## config.mk

```make
export PLATFORM = sky130hd
export DESIGN_NAME = mips_seq_divider
export DESIGN_NICKNAME = d
export VERILOG_FILES = /design/src/rtl/mips_seq_divider.sv
export SDC_FILE = /design/constraint.sdc
export NUM_CORES = 1
export LEC_CHECK = 0
export CORE_ASPECT_RATIO = 0.75
export CORE_MARGIN = 2
export CORE_UTILIZATION = 45
export CTS_CLUSTER_SIZE = 16
export DETAILED_ROUTE_END_ITERATION = 16
export GPL_TIMING_DRIVEN = 0
export PLACE_DENSITY = 0.65
export SETUP_SLACK_MARGIN = 0.2
export SLEW_MARGIN = 20
export SYNTH_ARGS = -nofsm -noshare
export SYNTH_HDL_FRONTEND = slang
export SYNTH_SLANG_ARGS = --single-unit
```

## constraint.sdc

```tcl
create_clock -name clk -period 9.7 [get_ports clk]
set_clock_uncertainty 0.05 [all_clocks]
set_input_delay 1.94 -clock clk [delete_from_list [all_inputs] [get_ports clk]]
set_output_delay 1.94 -clock clk [all_outputs]
set_load 0.01 [all_outputs]
```

## src/rtl/mips_seq_divider.sv

```systemverilog
// mips_seq_divider
// Multi-cycle radix-2 restoring divider for MIPS DIV/DIVU. The quotient feeds LO
// and the remainder feeds HI. One iteration per clock, WIDTH iterations per
// division. Results appear WIDTH+1 edges after the accepted start.
//
// Ports:
//   clk          rising-edge clock
//   rst          asynchronous, active-high reset
//   start        division request, honoured only while ready=1
//   is_signed    1 = DIV (two's complement), 0 = DIVU
//   dividend     rs operand, captured on an accepted start
//   divisor      rt operand, captured on an accepted start
//   ready        high in IDLE or DONE
//   busy         high while iterating
//   done         one-cycle pulse; results are valid from this cycle on
//   quotient     LO value, held until the next result
//   remainder    HI value, held until the next result
//   div_by_zero  set with done when the captured divisor was zero
module mips_seq_divider #(
    parameter int WIDTH = 32,
    parameter int CNT_W = 6
) (
    input  logic             clk,
    input  logic             rst,
    input  logic             start,
    input  logic             is_signed,
    input  logic [WIDTH-1:0] dividend,
    input  logic [WIDTH-1:0] divisor,
    output logic             ready,
    output logic             busy,
    output logic             done,
    output logic [WIDTH-1:0] quotient,
    output logic [WIDTH-1:0] remainder,
    output logic             div_by_zero
);

    typedef enum logic [1:0] {
        IDLE = 2'd0,
        RUN  = 2'd1,
        DONE = 2'd2
    } state_t;

    localparam logic [WIDTH-1:0] ONE      = WIDTH'(1);
    localparam logic [CNT_W-1:0] CNT_LAST = CNT_W'(WIDTH - 1);
    localparam logic [CNT_W-1:0] CNT_ONE  = CNT_W'(1);

    state_t state, state_nxt;

    logic [CNT_W-1:0] cnt;
    logic [WIDTH-1:0] pr;        // partial remainder
    logic [WIDTH-1:0] qsr;       // dividend bits shift out, quotient bits shift in
    logic [WIDTH-1:0] dvs_mag;
    logic [WIDTH-1:0] dvd_raw;
    logic             sgn_op;
    logic             dvd_neg;
    logic             dvs_neg;
    logic             dvs_zero;

    logic                    accept;
    logic                    last_iter;
    logic        [WIDTH:0]   pr_sh;
    logic signed [WIDTH:0]   trial;
    logic                    trial_neg;
    logic        [WIDTH-1:0] q_step;
    logic        [WIDTH-1:0] r_step;

    function automatic logic [WIDTH-1:0] neg2c(input logic [WIDTH-1:0] v);
        return (~v) + ONE;
    endfunction

    function automatic logic [WIDTH-1:0] magnitude(input logic [WIDTH-1:0] v,
                                                   input logic             sgn);
        return (sgn && v[WIDTH-1]) ? neg2c(v) : v;
    endfunction

    assign accept    = start && ready;
    assign last_iter = (state == RUN) && (cnt == CNT_LAST);

    // The invariant pr < dvs_mag keeps pr_sh below 2*dvs_mag, so bit WIDTH of
    // the WIDTH+1-bit difference is an exact sign of the trial subtraction.
    assign pr_sh     = {pr, qsr[WIDTH-1]};
    assign trial     = $signed(pr_sh) - $signed({1'b0, dvs_mag});
    assign trial_neg = trial[WIDTH];
    assign q_step    = {qsr[WIDTH-2:0], ~trial_neg};
    assign r_step    = trial_neg ? pr_sh[WIDTH-1:0] : trial[WIDTH-1:0];

    always_ff @(posedge clk or posedge rst) begin
        if (rst) begin
            state <= IDLE;
        end else begin
            state <= state_nxt;
        end
    end

    always_comb begin
        state_nxt = state;
        ready     = 1'b0;
        busy      = 1'b0;
        done      = 1'b0;
        case (state)
            IDLE: begin
                ready = 1'b1;
                if (start) state_nxt = RUN;
            end
            RUN: begin
                busy = 1'b1;
                if (cnt == CNT_LAST) state_nxt = DONE;
            end
            DONE: begin
                ready     = 1'b1;
                done      = 1'b1;
                state_nxt = start ? RUN : IDLE;
            end
            default: state_nxt = IDLE;
        endcase
    end

    always_ff @(posedge clk or posedge rst) begin
        if (rst) begin
            cnt         <= '0;
            pr          <= '0;
            qsr         <= '0;
            dvs_mag     <= '0;
            dvd_raw     <= '0;
            sgn_op      <= 1'b0;
            dvd_neg     <= 1'b0;
            dvs_neg     <= 1'b0;
            dvs_zero    <= 1'b0;
            quotient    <= '0;
            remainder   <= '0;
            div_by_zero <= 1'b0;
        end else if (accept) begin
            sgn_op   <= is_signed;
            dvd_neg  <= dividend[WIDTH-1];
            dvs_neg  <= divisor[WIDTH-1];
            dvs_zero <= (divisor == '0);
            dvd_raw  <= dividend;
            dvs_mag  <= magnitude(divisor, is_signed);
            qsr      <= magnitude(dividend, is_signed);
            pr       <= '0;
            cnt      <= '0;
        end else if (state == RUN) begin
            pr  <= r_step;
            qsr <= q_step;
            cnt <= last_iter ? '0 : cnt + CNT_ONE;
            if (last_iter) begin
                if (dvs_zero) begin
                    quotient    <= '1;
                    remainder   <= dvd_raw;
                    div_by_zero <= 1'b1;
                end else begin
                    quotient    <= (sgn_op && (dvd_neg != dvs_neg)) ? neg2c(q_step) : q_step;
                    remainder   <= (sgn_op && dvd_neg) ? neg2c(r_step) : r_step;
                    div_by_zero <= 1'b0;
                end
            end
        end
    end

endmodule

```

==> results by stage, run 1 <==
Outcome:
- The run finished with clean final reports.

Pwr:
- Of the total power, registers draw 0.250.
- Internal power comes to 3.313 mW.
- The share of total power dissipated in combinational logic is 0.604.
- Dividing total power by cell area gives a power density of 398.4 nW/um^2.
- Of the total power, the share spent switching nets is 0.4855.
- The leakage power is 6.773 nW.
- The share of total power dissipated in the clock network is 0.147.
- The peak supply drop is 0.1808 mV.
- The switching power summed over all nets is 3.127 mW.

Min path:
- The tightest min-delay check is of the flip-flop to flip-flop type.
- The worst hold path terminates at dvd_raw[25]$_DFFE_PP0P_.
- The worst hold path depth is 2.
- The hold path startpoint is dvd_raw[25]$_DFFE_PP0P_.

Finish:
- The number of standard cells in the final layout excluding fillers is 2223.
- The fill cell instance count of the final layout is 2808.
- The number of diodes is 0.
- Measured on the finished design, the core utilization comes to 0.5525.
- After the last flow step, the layout net total stands at 1920.
- The library cells used most frequently in the layout, excluding fill and tap cells, are sky130_fd_sc_hd__nand2_1 (271), sky130_fd_sc_hd__dfrtp_1 (204), sky130_fd_sc_hd__o21ai_0 (181), sky130_fd_sc_hd__a21oi_1 (141), sky130_fd_sc_hd__clkdlybuf4s50_1 (135).
- Relative to the synthesized area, the layout overhead comes to 20.20%.
- Leaving out fill and tap cells, the most frequent cell in the layout is sky130_fd_sc_hd__nand2_1.
- Of the cells placed in the final design, the portion with a size suffix greater than 1 is 0.04424.

Setup path:
- The maximum fanout encountered on the critical timing path is 10.
- The classification of the worst setup path is flip-flop to flip-flop.
- The worst register-to-register path begins at qsr[31]$_DFFE_PP0P_.
- The most critical setup path has its startpoint at qsr[31]$_DFFE_PP0P_.
- The critical path's largest stage delay is 850 ps.
- Counting cells, the worst reg-to-reg path comes to 26.
- The worst register-to-register path ends at remainder[30]$_DFFE_PP0P_.
- For the worst setup path, the data arrival time is 7840 ps.
- The setup slack of the worst register-to-register path is 2260 ps.
- The largest individual stage delay along the critical path comes from the cell sky130_fd_sc_hd__nor3_2.
- The data required time of the critical path is 10100 ps.
- STA classifies the critical path endpoint as a flip-flop.
- The sort of element at the start of the critical path is a flip-flop.

Synthesis:
- When the netlist entered floorplanning its net count stood at 1757.
- The proportion of register bits with asynchronous set or reset after synthesis is 1.000.
- The parity-gate share of the synthesized area counting xor and xnor cells is 0.09119.
- The share of synthesized area spent on multiplexers is 0.01908.
- Counting flops with a built-in enable in the synthesized netlist gives 0.
- The post-synthesis instance area is 13450 um^2.
- The simple logic cell fraction of the synthesized area is 0.1908.
- The top cell type by total area after synthesis is sky130_fd_sc_hd__dfrtp_1.
- The most used flip-flop cell after synthesis is sky130_fd_sc_hd__dfrtp_1.
- The share of the synthesized area in compound gates (AO/OA/AOI/OAI) is 0.2377.
- Of the post-synthesis cell area, the dominant cell type holds 0.3796.
- After synthesis, the mean cell area works out to 8.145 um^2.
- The adder-cell area share of the yosys netlist is 0.03592.
- Synthesis inferred 204 register bits.
- After synthesis, the cell types taking the most area are sky130_fd_sc_hd__dfrtp_1 (38%), sky130_fd_sc_hd__nand2_1 (7.6%), sky130_fd_sc_hd__o21ai_0 (6.7%).
- The share of the yosys chip area belonging to registers is 0.3796.
- During synthesis, Yosys emitted a total of 0 warnings.
- The unique cell type count in the Yosys netlist is 79.
- The combinational family with the most area after synthesis is compound AO/OA/AOI/OAI gates.
- Synthesis produced 1651 cells.

Placed design:
- The congestion estimate from routability-driven global placement came to 0.9227.
- The number of placed instances with taps included is 2180.
- Buffers placed on the I/O ports in this run total 135.
- The post-DP HPWL is 35810 um.
- Before CTS, the worst setup slack after placement is 2656 ps.

Routing:
- The number of detailed-route iterations in the first pass is 5.
- In this run, the number of DRC markers left after iteration 0 of detailed routing was 1411.
- Once detail routing completed, the nets flagged for antenna violations numbered 0.
- The number of vias in the routed layout is 13200.
- In the routed layout, each cell is associated on average with a via count of 5.936.
- The DRC violation count after routing is 0.
- After detailed routing, the average wire length per cell comes to 20.82 um.
- The total length of routed wires is 46280 um.

Clocking:
- In this run the deepest clock path goes through 3 buffers.
- The post-CTS setup buffer count is 0.
- The clock latency on the worst-skew pair is 550 ps.
- Post-CTS repair changed the size of 0 cells.
- The hold buffer count at cts is 0.
- The total clock buffers created by CTS is 24.
- The root buffer cell is sky130_fd_sc_hd__clkbuf_16.
- In this run the number of H-tree levels came out at 1.
- For this design, the sink count on the clock tree is 204.
- Clock-pin slew was measured on the worst setup and hold paths at 60 ps.
- The CTS tree is built.

Die:
- During I/O placement, the number of pins put on the boundary was 136.
- The die is 153.7 um tall.
- The total die area is 31300 um^2.
- In this run the horizontal extent of the chip is 203.6 um.
- The initial core utilization is 0.4596.
- The area inside the core boundary is 29260 um^2.
- The number of standard-cell rows in the floorplan is 54.

GRT:
- After global routing the overflow that remains totals 0.
- The total routing resource utilization after global routing is 0.2978.
- The first global-routing pass estimated 72560 um of wire.
- The maximum number of pins on one net before global-route repair is 102.
- The via count of the first global-routing pass came to 12570.
- The number of antenna violations at the first check in global routing came to 1.

Timing:
- The worst-case setup margin in the final layout is 2257 ps.
- The tightest hold path in the finished design has a slack of 423.2 ps.
- The number of hold violations in the final report came to 0.
- The shortest clock period the worst path allows after layout is 7443 ps.
- The transition time of the tightest slew-check pin is 1067 ps.
- Dividing the final minimum period by the clock period gives 0.7673.
- The worst pin sits at a relative slew slack of 0.2848.
- The maximum frequency from static timing analysis is 0.1344 GHz.
- Setup repair after global routing left no endpoint under its margin.
- The setup violation total in the final timing report is 0.
- The final number of max-transition violations is 0.

Run:
- Across the run, the number of max-cap violations was 0.
state kept, by name (all words and copies together), names as in the netlist:
name / flops
dvs_neg: 1
remainder: 32
cnt: 6
div_by_zero: 1
pr: 32
sgn_op: 1
dvs_zero: 1
dvd_raw: 32
quotient: 32
dvs_mag: 32
qsr: 32
state: 2
cell families (layout without fill, tap and decap cells):
kind of cell,count (synthesis),count (layout)
AND/OR/NAND/NOR,571,571
AO/OA/AOI/OAI,520,520
flip-flops,204,204
buffers and inverters,153,333
XOR/XNOR,140,140
adder cells (fa/ha/maj),38,38
multiplexers,25,25
power by group through the flow:
stage	registers (mW)	logic (mW)	clock network (mW)
floorplan	1.54	2.58	0
global placement	1.61	3.76	0
detailed placement	1.61	3.80	0
CTS	1.60	3.82	0.956
global route	1.65	4.27	0.990
finish	1.61	3.89	0.943
worst max-delay path by stage:
stage                                           end
after floorplan                  cnt[0]$_DFFE_PP0P_
after global placement      dvs_mag[27]$_DFFE_PP0P_
after detailed placement  remainder[22]$_DFFE_PP0P_
after CTS                 remainder[22]$_DFFE_PP0P_
after global routing      remainder[30]$_DFFE_PP0P_
final                     remainder[30]$_DFFE_PP0P_
synth_stat cells (3+ instances only):
library cell / n
sky130_fd_sc_hd__a21o_1: 20
sky130_fd_sc_hd__o21ai_0: 181
sky130_fd_sc_hd__or3_1: 16
sky130_fd_sc_hd__and4_1: 4
sky130_fd_sc_hd__nand2b_1: 6
sky130_fd_sc_hd__or4_1: 7
sky130_fd_sc_hd__buf_2: 13
sky130_fd_sc_hd__o31ai_1: 17
sky130_fd_sc_hd__or2_2: 4
sky130_fd_sc_hd__and3_1: 14
sky130_fd_sc_hd__mux2i_1: 22
sky130_fd_sc_hd__o41ai_1: 12
sky130_fd_sc_hd__nor4_1: 18
sky130_fd_sc_hd__a31oi_1: 25
sky130_fd_sc_hd__xor2_1: 69
sky130_fd_sc_hd__nor3_1: 30
sky130_fd_sc_hd__o21ai_1: 5
sky130_fd_sc_hd__and2_1: 13
sky130_fd_sc_hd__a21boi_0: 7
sky130_fd_sc_hd__a22o_1: 3
sky130_fd_sc_hd__inv_1: 56
sky130_fd_sc_hd__a22oi_1: 33
sky130_fd_sc_hd__o21bai_1: 5
sky130_fd_sc_hd__nand3b_1: 3
sky130_fd_sc_hd__a21oi_1: 141
sky130_fd_sc_hd__nor2_1: 132
sky130_fd_sc_hd__nand3_1: 23
sky130_fd_sc_hd__a211o_1: 5
sky130_fd_sc_hd__o21a_1: 7
sky130_fd_sc_hd__clkbuf_1: 76
sky130_fd_sc_hd__o311ai_0: 3
sky130_fd_sc_hd__nor2b_1: 4
sky130_fd_sc_hd__a211oi_1: 14
sky130_fd_sc_hd__o2111ai_1: 4
sky130_fd_sc_hd__o211ai_1: 7
sky130_fd_sc_hd__xnor2_1: 71
sky130_fd_sc_hd__nand4_1: 14
sky130_fd_sc_hd__dfrtp_1: 204
sky130_fd_sc_hd__o211a_1: 4
sky130_fd_sc_hd__ha_1: 37
sky130_fd_sc_hd__a221oi_1: 3
sky130_fd_sc_hd__nand2_1: 271
sky130_fd_sc_hd__buf_1: 3
worst max-delay path: cells and delay by family, from the launching register on:
family	cells	cell delay, ps
compound gates	8	2260
buf+inv	7	1180
flops	1	550
fa+ha+maj	3	940
simple gates	8	2310
through the flow:
stage	TNS, ps	cell area [um^2]	total power, mW
6_report	0	16160	6.440
5_1_grt	0	16160	6.912
4_1_cts	0	16160	6.379
3_5_place_dp	0	15350	5.405
3_3_place_gp	-163460	15290	5.368
2_1_floorplan	0	13450	4.128
final cells by class:
type / instances / area, um^2 / share of cell area
clock inverters: 8 / 98.84 / 0.006115
plain buffers: 96 / 399.1 / 0.02469
well taps: 392 / 490.5 / 0.03035
repair buffers: 137 / 1406 / 0.08701
flip-flops and latches: 204 / 5105 / 0.3158
multi-input cells: 1294 / 7729 / 0.4782
clock buffers: 35 / 713.2 / 0.04412
inverters: 57 / 221.5 / 0.01370
layer usage:
layer	wire length, um	vias to the layer above	track usage
met2	18260	515	0.4092
li1	-	6187	-
met5	0	-	0
met3	4044	53	0.06019
met4	979	0	0.06222
met1	22990	6441	0.4741
Power figures use the tool's default switching activity.
==> inputs of run 2 (changes only) <==
--- a/config.mk
+++ b/config.mk
@@ -11,7 +11,7 @@
 export CTS_CLUSTER_SIZE = 16
 export DETAILED_ROUTE_END_ITERATION = 16
 export GPL_TIMING_DRIVEN = 0
-export PLACE_DENSITY = 0.65
+export PLACE_DENSITY = 0.68
 export SETUP_SLACK_MARGIN = 0.2
 export SLEW_MARGIN = 20
 export SYNTH_ARGS = -nofsm -noshare
==> constraint.sdc (replaced) <==
create_clock -name clk -period 6.6 [get_ports clk]
set_clock_uncertainty 0.05 [all_clocks]
set_input_delay 1.32 -clock clk [delete_from_list [all_inputs] [get_ports clk]]
set_output_delay 1.32 -clock clk [all_outputs]
set_load 0.01 [all_outputs]
==> run 2 against run 1 <==
- first-iteration DRC count down 4.8%
- register-to-register slack worse by 1900 ps
- hold slack better by 3.5 ps
- critical endpoint is now remainder[28]$_DFFE_PP0P_
- global-route usage down 0.90 points
- worst setup slack worse by 1900 ps
- via count up 0.95%
- cell area up 1.5%
- combinational power up 51%
- highest routed layer unchanged
==> results by stage, run 2 (same netlist as run 1, synthesis figures left out) <==
GRT:
- The total routing resource utilization after global routing is 0.2888 (-0.008977).
- The maximum number of pins on one net before global-route repair was 35 (-66%).
- The number of antenna violations at the first check in global routing is 1 (unchanged).
- The via count of the first global-routing pass is 12740 (+1.3%).
- The global-route wire length before repair is 71240 um (-1.8%).
- The total congestion overflow came to 0 (unchanged).

Routing:
- The detailed-routing wirelength on met1 is 21370 um (-7.0%).
- The number of vias in the routed layout came to 13320 (+0.95%).
- The number of detailed-route iterations in the first pass came to 5 (unchanged).
- The met3 layer wire length in the routed design is 4814 um (+19%).
- The DRC violation count after routing is 0 (unchanged).
- The number of nets with antenna violations after routing is 0 (unchanged).
- The average vias per placed instance is 5.971 (+0.59%).
- The detail-routed net length per standard cell is 20.33 um (-2.3%).
- The routed length on met2 came to 18270 um (about the same).
- The initial detailed-routing violation count came to 1343 (-4.8%).
- The total length of routed wires is 45360 um (-2.0%).
- After detailed routing, no signal wire sits above met4.

Setup path:
- The data required time of the critical path was 7000 ps (-3100 ps).
- The classification of the worst setup path is flip-flop to flip-flop.
- Among cell families on the critical path, the largest total delay comes from compound AO/OA/AOI/OAI gates.
- By instance count, the cell type seen most on the critical path is sky130_fd_sc_hd__buf_4.
- The maximum fanout encountered on the critical timing path was 10 (unchanged).
- The critical path depth in cells is 27 (+3.8%).
- The number of cells traversed by the worst register-to-register path is 27 (+3.8%).
- The critical path's largest stage delay is 510 ps (-340 ps).
- The buffering stage count on the worst path with inverters included is 9 (+2).
- Tracing the worst setup path back leads to its startpoint at qsr[31]$_DFFE_PP0P_.
- In this run the critical register-to-register path is launched from qsr[31]$_DFFE_PP0P_.
- The category of the worst setup path capture point is a flip-flop.
- The sort of element at the start of the critical path is a flip-flop.
- The cell at the slowest stage of the critical path is sky130_fd_sc_hd__dfrtp_2.
- The worst endpoint data arrival time is 6690 ps (-1150 ps).

Timing:
- The transition time of the tightest slew-check pin came to 943.4 ps (-123.6 ps).
- The final number of max-transition violations is 0 (unchanged).
- Setup repair after global routing left no endpoint under its margin.
- The shortest clock period the worst path allows after layout is 6286 ps (-1157 ps).
- The setup violation total in the final timing report is 0 (unchanged).
- The final cycle utilization of the critical path is 0.9524 (+0.1852).
- The number of hold violations in the final report came to 0 (unchanged).
- The headroom to the max-slew limit is 0.3654 (+0.08062).
- The maximum frequency from static timing analysis is 0.1591 GHz (+18%).

Pwr:
- The power per standard cell area came to 586.9 nW/um^2 (+47%).
- The total power came to 9.624 mW (+49%).
- The peak supply drop is 0.3009 mV (+66%).
- The leakage power is 6.842 nW (+1.0%).

Die:
- The x dimension of the die came to 203.6 um (unchanged).
- The initial core utilization was 0.4596 (unchanged).
- The number of primary I/O pins was 136 (unchanged).
- The number of standard-cell rows in the floorplan is 54 (unchanged).
- The total die area was 31300 um^2 (unchanged).
- The die outline height is 153.7 um (unchanged).
- The area inside the core boundary came to 29260 um^2 (unchanged).

Clocking:
- The clock-pin slew reported for the worst setup and hold paths after clock tree synthesis is 60 ps (about the same).
- The TritonCTS sink count is 204 (unchanged).
- TritonCTS built the clock tree.
- The clock latency on the worst-skew pair was 530 ps (-20 ps).
- The number of levels the H-tree was split into was 1 (unchanged).
- The hold buffer count at cts is 0 (unchanged).
- The tree is rooted in a sky130_fd_sc_hd__clkbuf_16.
- The total clock buffers created by CTS is 23 (-4.2%).
- The clock tree buffer depth was 3 (unchanged).

Placed design:
- The last weighted congestion value of the routability-driven placer is 0.9568 (+3.7%).
- The post-DP HPWL was 35380 um (-1.2%).
- The number of placed instances with taps included is 2184 (+0.18%).
- The number of buffers inserted by port buffering was 135 (unchanged).

Finish:
- The post-layout net count is 1929 (+0.47%).
- The most common library cell in the layout ignoring fill and taps is sky130_fd_sc_hd__nand2_1.
- The area growth from synthesis to layout is 21.95%.
- The number of standard cells in the final layout excluding fillers is 2231 (+0.36%).
- Leaving out fill and tap cells, the most frequent cells in the layout are sky130_fd_sc_hd__nand2_1 (271), sky130_fd_sc_hd__dfrtp_1 (203), sky130_fd_sc_hd__o21ai_0 (181), sky130_fd_sc_hd__a21oi_1 (140), sky130_fd_sc_hd__clkdlybuf4s50_1 (135).
- The fill cell instance count of the final layout is 2751 (-2.0%).
- The share of final-layout standard cells stronger than drive strength 1 is 0.05550 (+0.01126).

Run:
- The number of violations of the max-capacitance limit came to 0 (unchanged).

Outcome:
- The flow ran to the end, and the final reports show no timing, DRC or antenna violations.

Min path:
- The tightest min-delay check is of the flip-flop to flip-flop type.
- The worst hold path begins at dvd_raw[21]$_DFFE_PP0P_.
- The worst hold path depth is 2 (unchanged).
==> run 2: worst min-delay path: stages (launching register included) <==
cell and delay, ps:
sky130_fd_sc_hd__dfrtp_1 340, sky130_fd_sc_hd__nand2_1 50, sky130_fd_sc_hd__nand2_1 50
==> run 2: per-stage QoR <==
step	hold WS (ps)	setup slack [ps]	instance area [um^2]	utilization	TNS (ps)
2_1_floorplan	387.4	1351	13450	-	0
4_1_cts	428.4	131.1	16270	0.5562	0
3_5_place_dp	413.0	-342.4	15410	0.5268	-1231
3_3_place_gp	407.5	-317.5	15290	0.5227	-1120
5_1_grt	452.5	126.4	16400	0.5604	0
6_report	426.8	313.8	16400	0.5605	0
==> run 2: power breakdown <==
group / total, mW / internal, mW / switching [mW]
sequential: 2.38 / 1.80 / 0.575
combinational: 5.89 / 2.34 / 3.55
clock: 1.36 / 0.821 / 0.536
total: 9.62 / 4.96 / 4.66
==> run 2: area by class of cell <==
class / instances / area (um^2) / area share
Buffer: 96 / 406.6 / 0.02480
Antenna cell: 1 / 2.502 / 0.0001526
Timing Repair Buffer: 147 / 1529 / 0.09324
Inverter: 57 / 217.7 / 0.01328
Tap cell: 392 / 490.5 / 0.02991
Sequential cell: 204 / 5106 / 0.3114
Clock buffer: 32 / 669.4 / 0.04082
Multi-Input combinational cell: 1294 / 7856 / 0.4791
Clock inverter: 8 / 120.1 / 0.007325
==> run 2: path summary, 6_finish.rpt <==
path                            slack [ps]                   endpoint
worst max-delay path                   310  remainder[28]$_DFFE_PP0P_
min in group asynchronous             1180   remainder[6]$_DFFE_PP0P_
max in group asynchronous             4210        qsr[30]$_DFFE_PP0P_
worst max register to register         310  remainder[28]$_DFFE_PP0P_
worst min register to register         430    dvd_raw[21]$_DFFE_PP0P_
worst min-delay path                   430    dvd_raw[21]$_DFFE_PP0P_
==> run 2: timing repair <==
item                                    in CTS  in global routing
resized for setup                            7                 18
buffers inserted                             3                  3
endpoints found under the setup margin      12                 13
pin swaps                                    1                  2
==> run 2: metal layers <==
layer  track usage  vias up
met5             0        -
met4       0.06674        0
met3       0.06783       56
met2        0.4045      585
met1        0.4455     6490
li1              -     6190
==> inputs of run 3 (changes only) <==
--- a/config.mk
+++ b/config.mk
@@ -13,6 +13,7 @@
 export GPL_TIMING_DRIVEN = 0
 export PLACE_DENSITY = 0.68
 export SETUP_SLACK_MARGIN = 0.2
+export SKIP_LAST_GASP = 1
 export SLEW_MARGIN = 20
 export SYNTH_ARGS = -nofsm -noshare
 export SYNTH_HDL_FRONTEND = slang
==> results of run 3 <==
No change in the layout: final DEF, timing and power equal those of run 2.
